## src/rtl/px_source_arbiter.sv

```systemverilog
// ---------------------------------------------------------------------------
// px_source_arbiter
//
// Shares one gray/sobel pixel datapath between two pixel sources (src 0 = SPI
// receive path, src 1 = LFSR generator). One source is granted per cycle by
// round-robin, its pixel is issued to the datapath as a 1-cycle strobe, and
// an in-order ownership tag FIFO routes every returned result back to the
// source that issued it.
//
// Ports:
//   clk_i, reset_i       clock, synchronous active-high reset
//   enable_i             permit new grants; low drains outstanding pixels
//   s0_px_i/s0_valid_i   SPI source pixel offer; s0_ready_o accepts it
//   s1_px_i/s1_valid_i   LFSR source pixel offer; s1_ready_o accepts it
//   dp_px_o/dp_rdy_o     pixel issued to the datapath (1-cycle strobe)
//   dp_px_i/dp_rdy_i     result returned by the datapath (1-cycle strobe)
//   r0_px_o/r0_rdy_o     result routed to the SPI source
//   r1_px_o/r1_rdy_o     result routed to the LFSR source
//   inflight_o           number of tags outstanding (0..TAG_DEPTH)
//   idle_o               high only while STOPPED
//   err_o                sticky: result strobe seen with no outstanding tag
//
// s0_ready_o / s1_ready_o are combinational (they equal the grant) so a
// source transfers in the same cycle it is granted; all other outputs are
// registered.
// ---------------------------------------------------------------------------
module px_source_arbiter #(
  parameter  int unsigned PX_BITS   = 8,
  parameter  int unsigned TAG_DEPTH = 8,
  localparam int unsigned CW        = $clog2(TAG_DEPTH) + 1
) (
  input  logic               clk_i,
  input  logic               reset_i,
  input  logic               enable_i,

  input  logic [PX_BITS-1:0] s0_px_i,
  input  logic               s0_valid_i,
  output logic               s0_ready_o,

  input  logic [PX_BITS-1:0] s1_px_i,
  input  logic               s1_valid_i,
  output logic               s1_ready_o,

  output logic [PX_BITS-1:0] dp_px_o,
  output logic               dp_rdy_o,
  input  logic [PX_BITS-1:0] dp_px_i,
  input  logic               dp_rdy_i,

  output logic [PX_BITS-1:0] r0_px_o,
  output logic               r0_rdy_o,
  output logic [PX_BITS-1:0] r1_px_o,
  output logic               r1_rdy_o,

  output logic [CW-1:0]      inflight_o,
  output logic               idle_o,
  output logic               err_o
);

  localparam int unsigned PW = $clog2(TAG_DEPTH);

  typedef enum logic [1:0] {
    ST_STOPPED = 2'd0,
    ST_RUN     = 2'd1,
    ST_DRAIN   = 2'd2
  } state_t;

  state_t               state_q;
  state_t               state_d;

  logic [CW-1:0]        count_q;
  logic [PW-1:0]        wr_ptr_q;
  logic [PW-1:0]        rd_ptr_q;
  logic [TAG_DEPTH-1:0] tag_q;        // one bit per slot: owning source id
  logic                 last_grant_q;

  logic                 can_grant_c;
  logic                 grant0_c;
  logic                 grant1_c;
  logic                 push_c;
  logic                 pop_c;
  logic                 orphan_c;
  logic                 head_tag_c;
  logic [PX_BITS-1:0]   grant_px_c;

  // Round-robin grant; the registered count gates grants, so a same-cycle
  // pop only frees its slot on the following cycle.
  always_comb begin
    grant0_c    = 1'b0;
    grant1_c    = 1'b0;
    can_grant_c = (state_q == ST_RUN) && enable_i && !reset_i &&
                  (count_q < CW'(TAG_DEPTH));
    if (can_grant_c) begin
      if (s0_valid_i && s1_valid_i) begin
        grant0_c = last_grant_q;
        grant1_c = !last_grant_q;
      end else begin
        grant0_c = s0_valid_i;
        grant1_c = s1_valid_i;
      end
    end
  end

  assign s0_ready_o = grant0_c;
  assign s1_ready_o = grant1_c;
  assign push_c     = grant0_c | grant1_c;
  assign grant_px_c = grant1_c ? s1_px_i : s0_px_i;

  // A result only pops when a tag was outstanding before this cycle; a tag
  // pushed in the same cycle cannot be returned by a datapath of latency >= 1.
  assign pop_c      = dp_rdy_i && (count_q != '0);
  assign orphan_c   = dp_rdy_i && (count_q == '0);
  assign head_tag_c = tag_q[rd_ptr_q];

  // Run-control FSM next state.
  always_comb begin
    state_d = state_q;
    case (state_q)
      ST_STOPPED: begin
        if (enable_i) begin
          state_d = ST_RUN;
        end
      end
      ST_RUN: begin
        if (!enable_i) begin
          state_d = (count_q != '0) ? ST_DRAIN : ST_STOPPED;
        end
      end
      ST_DRAIN: begin
        // An issue strobe still on dp_rdy_o means a pixel is entering the
        // datapath, so stay until it has been accounted for.
        if (enable_i) begin
          state_d = ST_RUN;
        end else if ((count_q == '0) && !dp_rdy_o) begin
          state_d = ST_STOPPED;
        end
      end
      default: begin
        state_d = ST_STOPPED;
      end
    endcase
  end

  // State, tag FIFO and registered outputs.
  always_ff @(posedge clk_i) begin
    if (reset_i) begin
      state_q      <= ST_STOPPED;
      count_q      <= '0;
      wr_ptr_q     <= '0;
      rd_ptr_q     <= '0;
      tag_q        <= '0;
      last_grant_q <= 1'b1;
      dp_px_o      <= '0;
      dp_rdy_o     <= 1'b0;
      r0_px_o      <= '0;
      r0_rdy_o     <= 1'b0;
      r1_px_o      <= '0;
      r1_rdy_o     <= 1'b0;
      idle_o       <= 1'b1;
      err_o        <= 1'b0;
    end else begin
      state_q  <= state_d;
      idle_o   <= (state_d == ST_STOPPED);
      count_q  <= count_q + CW'(push_c) - CW'(pop_c);
      dp_rdy_o <= push_c;
      r0_rdy_o <= pop_c && !head_tag_c;
      r1_rdy_o <= pop_c && head_tag_c;

      if (push_c) begin
        tag_q[wr_ptr_q] <= grant1_c;
        wr_ptr_q        <= wr_ptr_q + PW'(1);
        last_grant_q    <= grant1_c;
        dp_px_o         <= grant_px_c;
      end

      if (pop_c) begin
        rd_ptr_q <= rd_ptr_q + PW'(1);
        if (head_tag_c) begin
          r1_px_o <= dp_px_i;
        end else begin
          r0_px_o <= dp_px_i;
        end
      end

      if (orphan_c) begin
        err_o <= 1'b1;
      end
    end
  end

  assign inflight_o = count_q;

endmodule

```

## config.mk

```make
export PLATFORM = sky130hd
export DESIGN_NAME = px_source_arbiter
export DESIGN_NICKNAME = d
export VERILOG_FILES = /design/src/rtl/px_source_arbiter.sv
export SDC_FILE = /design/constraint.sdc
export NUM_CORES = 1
export LEC_CHECK = 0
export ABC_AREA = 1
export CAP_MARGIN = 20
export CORE_ASPECT_RATIO = 1.2
export CORE_UTILIZATION = 52
export CTS_CLUSTER_DIAMETER = 120
export DETAILED_ROUTE_END_ITERATION = 12
export PLACE_DENSITY = 0.95
export SYNTH_ARGS = -nofsm -noshare
export SYNTH_HDL_FRONTEND = slang
export SYNTH_SLANG_ARGS = --single-unit
export TNS_END_PERCENT = 1
```

## constraint.sdc

```tcl
create_clock -name clk_i -period 4.93 [get_ports clk_i]
set_input_delay 0.7395 -clock clk_i [delete_from_list [all_inputs] [get_ports clk_i]]
set_output_delay 0.7395 -clock clk_i [all_outputs]
set_load 0.02 [all_outputs]
```

Word-level counts from Yosys, hierarchy flattened
Cells that the tools add are included.
{"block": "totals", "ff_bits": 50, "input_bits": 30, "out_inout_bits": 35, "elab_cells": 62}
{"block": "op_classes", "n_addsub": 4, "n_lt_le_gt_ge": 4, "n_eq_ne": 2, "mux": 16, "bitwise": 2, "n_reduce_logical": 20}
{"cell": "1-bit logical AND", "n": 10}
{"cell": "2-bit two-way mux", "n": 5}
{"cell": "8-bit bitwise mux", "n": 1}
{"cell": "3-bit by 4-bit less-than comparator with 1-bit output (second input constant)", "n": 2}
{"cell": "8-bit two-way mux", "n": 1}
{"cell": "3-bit by 1-bit adder with 3-bit output (second input constant)", "n": 2}
{"cell": "1-bit two-way mux", "n": 6}
{"cell": "2-bit one-hot mux with 3 select lines", "n": 1}
{"cell": "4-bit by 1-bit adder with 4-bit output", "n": 1}
{"cell": "1-bit zero test", "n": 4}
{"cell": "2-bit zero test", "n": 2}
{"cell": "4-bit zero test", "n": 1}
{"cell": "4-bit less-than comparator (second input constant)", "n": 1}
{"cell": "2-bit AND reduction", "n": 2}
{"cell": "4-bit nonzero test", "n": 1}
{"cell": "4-bit by 1-bit subtractor with 4-bit output", "n": 1}
{"cell": "1-bit binary-select mux with 3-bit select", "n": 1}
{"cell": "1-bit demux with 3-bit select", "n": 1}
{"cell": "3-bit by 1-bit greater-or-equal comparator with 1-bit output (second input constant)", "n": 1}
{"cell": "2-bit by 1-bit equality test with 1-bit output (second input constant)", "n": 1}
{"cell": "2-bit equality test (second input constant)", "n": 1}
{"cell": "1-bit NOT", "n": 1}
{"cell": "1-bit bitwise OR", "n": 1}

Longest topological paths before layout
{"block": "logic_depth", "depth_word": 8, "mapped_depth": 14, "mapped_depth_nobuf": 12}

Worst setup path after synthesis
No wires, ideal clock.
{"block": "synth_timing", "kind": "input port to flip-flop", "from": "input reset_i", "to": "register count_q[2] (netlist: inflight_o[2])", "setup_time_ns": 0.128, "arrival_time_ns": 2.523, "required_ns": 4.802, "setup_slack_ns": 2.280, "cell_stages": 13, "n_path_buf": 2, "cell_sequence": "buf_2 inv_2 nand2_1 nor2_4 o21ai_2 buf_2 ha_1 inv_1 ha_1 inv_1 fa_1 xor2_1 nor2_1"}
{"block": "synth_between", "elab_chain_cells": 7, "elab_cells_between_ends": 8, "classes_between": "add/sub (2); mux (2); bitwise (1); reduce/logical (3)"}
{"item": "from (decl)", "line_no": "33", "text": "input logic reset_i,"}
{"item": "1-bit zero test", "line_no": "90", "text": "can_grant_c = (state_q == ST_RUN) && enable_i && !reset_i &&"}
{"item": "1-bit logical AND (2 in a row)", "line_no": "90"}
{"item": "1-bit two-way mux", "line_no": "92", "text": "if (can_grant_c) begin"}
{"item": "1-bit bitwise OR", "line_no": "105", "text": "assign push_c = grant0_c | grant1_c;"}
{"item": "4-bit by 1-bit adder with 4-bit output", "line_no": "163", "text": "count_q <= count_q + CW'(push_c) - CW'(pop_c);"}
{"item": "4-bit by 1-bit subtractor with 4-bit output", "line_no": "163"}
{"item": "to (signal assigned)", "line_no": "163"}
{"item": "to (decl)", "line_no": "70", "text": "logic [CW-1:0] count_q;"}
Parallel ways exist; a longest one is shown, timed or not.
A chain may end at the register's enable or synchronous reset.

Final worst setup path
{"block": "layout_timing", "from": "input reset_i", "to": "output s1_ready_o"}
{"block": "layout_between", "elab_chain_cells": 4}
{"item": "1-bit zero test", "line_no": "90"}
{"item": "1-bit logical AND (2 in a row)", "line_no": "90"}
{"item": "1-bit two-way mux", "line_no": "92"}
{"item": "to (decl)", "line_no": "42", "text": "output logic s1_ready_o,"}
Every way passes these cells.

==> reports/results.ini <==
[place]
gp_congestion = 0.8498
dpl.hpwl_mm = 4.206
port_buffers = 64
dp.cells = 463

[clock_network]
cts_buffers = 5
h-tree-depth = 2
cts_sinks = 50
cts_resized = 0
post_cts_buffers = 0
cts_tree = yes
cts_hold_buffers = 0
cts_buffer_depth = 2
path_clk_slew_ns = 0.08
root_buffer = clkbuf_8
insertion_delay_ns = 0.31

[drt]
drt_pass1_iterations = 4
drc = 0
vias_per_cell = 4.989
vias = 2350
postRouteAntennaNets = 0
wl_per_cell_um = 12.11
drtIter0Drc = 195
wirelength_mm = 5.703

[synth]
syn_inst = 354
ys_ff_latch = 50
yosys.area.top_type = dfxtp_1
synth_nets = 392
yosysWarningCount = 0
ys_types = 31
syn_area_per_cell_um2 = 7.044
async_flop_share_pct = 0
synth-edff-count = 0
synth.most_common_cell = nand2_1
synthTopCellsByArea = dfxtp_1 (40%), nand2_1 (11%), inv_1 (9.3%), nor2_1 (7.1%), a21oi_1 (5.6%)
synth_common_cells = nand2_1 (72), inv_1 (62), dfxtp_1 (50)
synth_top_area_share_pct = 40.14
ys_seq_area_share_pct = 40.14
synth.cell_area_mm2 = 0.002494
synth-main-ff-cell = dfxtp_1

[pwr]
power.density_mw_per_mm2 = 443.7
pwr-share-seq_pct = 36.4
ir_drop_uv = 220.9
p_leak_nw = 1.424
clkPwrFrac_pct = 24.4
p_sw_mw = 0.5115
pwr-share-comb_pct = 39.2
internal-power_mw = 0.9347
switching_share_pct = 35.37

[critical_path]
worstPathRequired_ns = 4.19
critPathArrivalTime_ns = 3.22
critPathKind = input port to output pin
crit_fanout = 30
reg2regPathDepth = 12
reg2reg_setup_slack_ns = 2.10
cp-end-kind = output pin
start_kind = input port

[cells_and_area]
syn2layout_area_growth_pct = 30.71
antennaDiodeCount = 0
drive_above_1_share_pct = 5.327
fill_cells = 379
nNetsFinal = 450
layout.cells.non_filler = 471

[floorplan]
start_util_pct = 54.28
core_mm2 = 0.004594
die-area_mm2 = 0.005078
num_io_pins = 65
die_y_um = 77.86
fp.dieW_um = 65.22
rows = 27

[status]
status = finished, final reports clean

[timing]
worst_pin_slew_ns = 0.8536
hold_violations = 0
fmax_mhz = 252.9
period_needed_ns = 3.955
rsz0062_at_grt = false
final_max_slew_viol_count = 0
finalSetupTns_ns = 0
relSlewSlack_pct = 43.08
post-route-period-util_pct = 80.22
finClkSkew_ns = 0.006338
setup_viol = 0

[global_routing]
grt_pass1_vias = 2214
grt_max_degree = 31
overflow = 0
antenna_found_initial = 0
grtUsageTotal_pct = 24.29
grt_pass1_wl_mm = 9.542

[worst_hold_path]
worstHoldPathCells = 2
hp-class = flip-flop to flip-flop

[job]
cap_viol_max_count = 0

## metal layers
layer | vias to the layer above | global-route usage, % | wire length, um
met3 | 11 | 5.441 | 354
met4 | 0 | 10.65 | 118
met5 | - | 0 | 0
met2 | 88 | 45.26 | 2983
li1 | 1216 | - | -
met1 | 1035 | 25.11 | 2247
## metrics by stage
step	power [mW]	utilization, %	worst slack (ns)	hold slack (ns)	instance area (um^2)
global route	1.540	70.94	0.8136	0.5057	3259
finish	1.446	70.94	0.9753	0.4727	3259
floorplan	0.9135	-	2.280	0.4476	2494
CTS	1.449	70.94	0.9626	0.4766	3259
global placement	1.069	67.84	1.050	0.4525	3117
detailed placement	1.097	67.84	0.9827	0.4600	3117
## layout make-up
| cell class | instances | area (um^2) | share of cell area, % |
|---|---|---|---|
| clock inverters | 2 | 60.06 | 1.843 |
| well taps | 58 | 72.57 | 2.226 |
| repair buffers | 65 | 648.1 | 19.88 |
| clock buffers | 6 | 82.58 | 2.534 |
| multi-input cells | 225 | 1151 | 35.32 |
| flip-flops and latches | 50 | 1001 | 30.71 |
| inverters | 65 | 244.0 | 7.486 |
## state kept, by name, indices dropped and copies added (netlist names), 2 cells and up
| register | flops |
|---|---|
| r1_px_o | 8 |
| tag_q | 8 |
| dp_px_o | 8 |
| rd_ptr_q | 3 |
| inflight_o | 4 |
| state_q | 2 |
| r0_px_o | 8 |
| wr_ptr_q | 3 |
## final timing paths
kind,to,startpoint
hold reg to reg,dp_px_o[4],dp_px_o[4]
hold / removal,dp_px_o[4],dp_px_o[4]
setup / recovery,s1_ready_o,reset_i
setup reg to reg,inflight_o[2],inflight_o[3]
## placed cells by master (no fill, tap or decap)
| cell type | Yosys | final |
|---|---|---|
| a21boi_0 | 1 | 1 |
| or2_0 | 1 | 1 |
| nand2_4 | 1 | 1 |
| inv_2 | 3 | 3 |
| clkbuf_8 | 0 | 6 |
| nand3_4 | 1 | 1 |
| o21ai_2 | 1 | 1 |
| nor2_2 | 1 | 1 |
| nand3_2 | 2 | 2 |
| xor2_1 | 1 | 1 |
| buf_4 | 1 | 1 |
| nand3b_1 | 9 | 9 |
| ha_1 | 7 | 7 |
| bufinv_16 | 0 | 2 |
| nand3_1 | 25 | 25 |
| a21boi_4 | 1 | 1 |
| nand4_1 | 11 | 11 |
| nand2_1 | 72 | 72 |
| o211ai_1 | 2 | 2 |
| clkdlybuf4s50_1 | 0 | 64 |
| o21ai_0 | 9 | 9 |
| nand2_2 | 2 | 2 |
| inv_1 | 62 | 62 |
| nor2_1 | 47 | 47 |
| nor2_4 | 1 | 1 |
| fa_1 | 1 | 1 |
| and3_1 | 1 | 1 |
| dfxtp_1 | 50 | 50 |
| a21oi_1 | 28 | 28 |
## cells by family after synthesis
group	share of synthesized area (%)
buf+inv	13.70
compound gates	9.433
fa+ha+maj	4.315
xor+xnor	0.3513
simple gates	32.06
flops	40.14
## critical path: stages
cell	delay [ns]
clkdlybuf4s50_1	0.41
buf_4	0.21
inv_2	0.36
nand2_1	0.19
nor2_4	0.33
nand2_2	0.25
inv_1	0.11
clkdlybuf4s50_1	0.60
## power groups by stage
stage / Combinational, mW / Sequential, mW / Clock, mW
after floorplan: 0.311 / 0.602 / 0
after global placement: 0.539 / 0.530 / 0
after detailed placement: 0.563 / 0.534 / 0
after CTS: 0.568 / 0.526 / 0.356
after global routing: 0.630 / 0.534 / 0.375
final: 0.567 / 0.526 / 0.353
(Power assumes the default switching activity.)
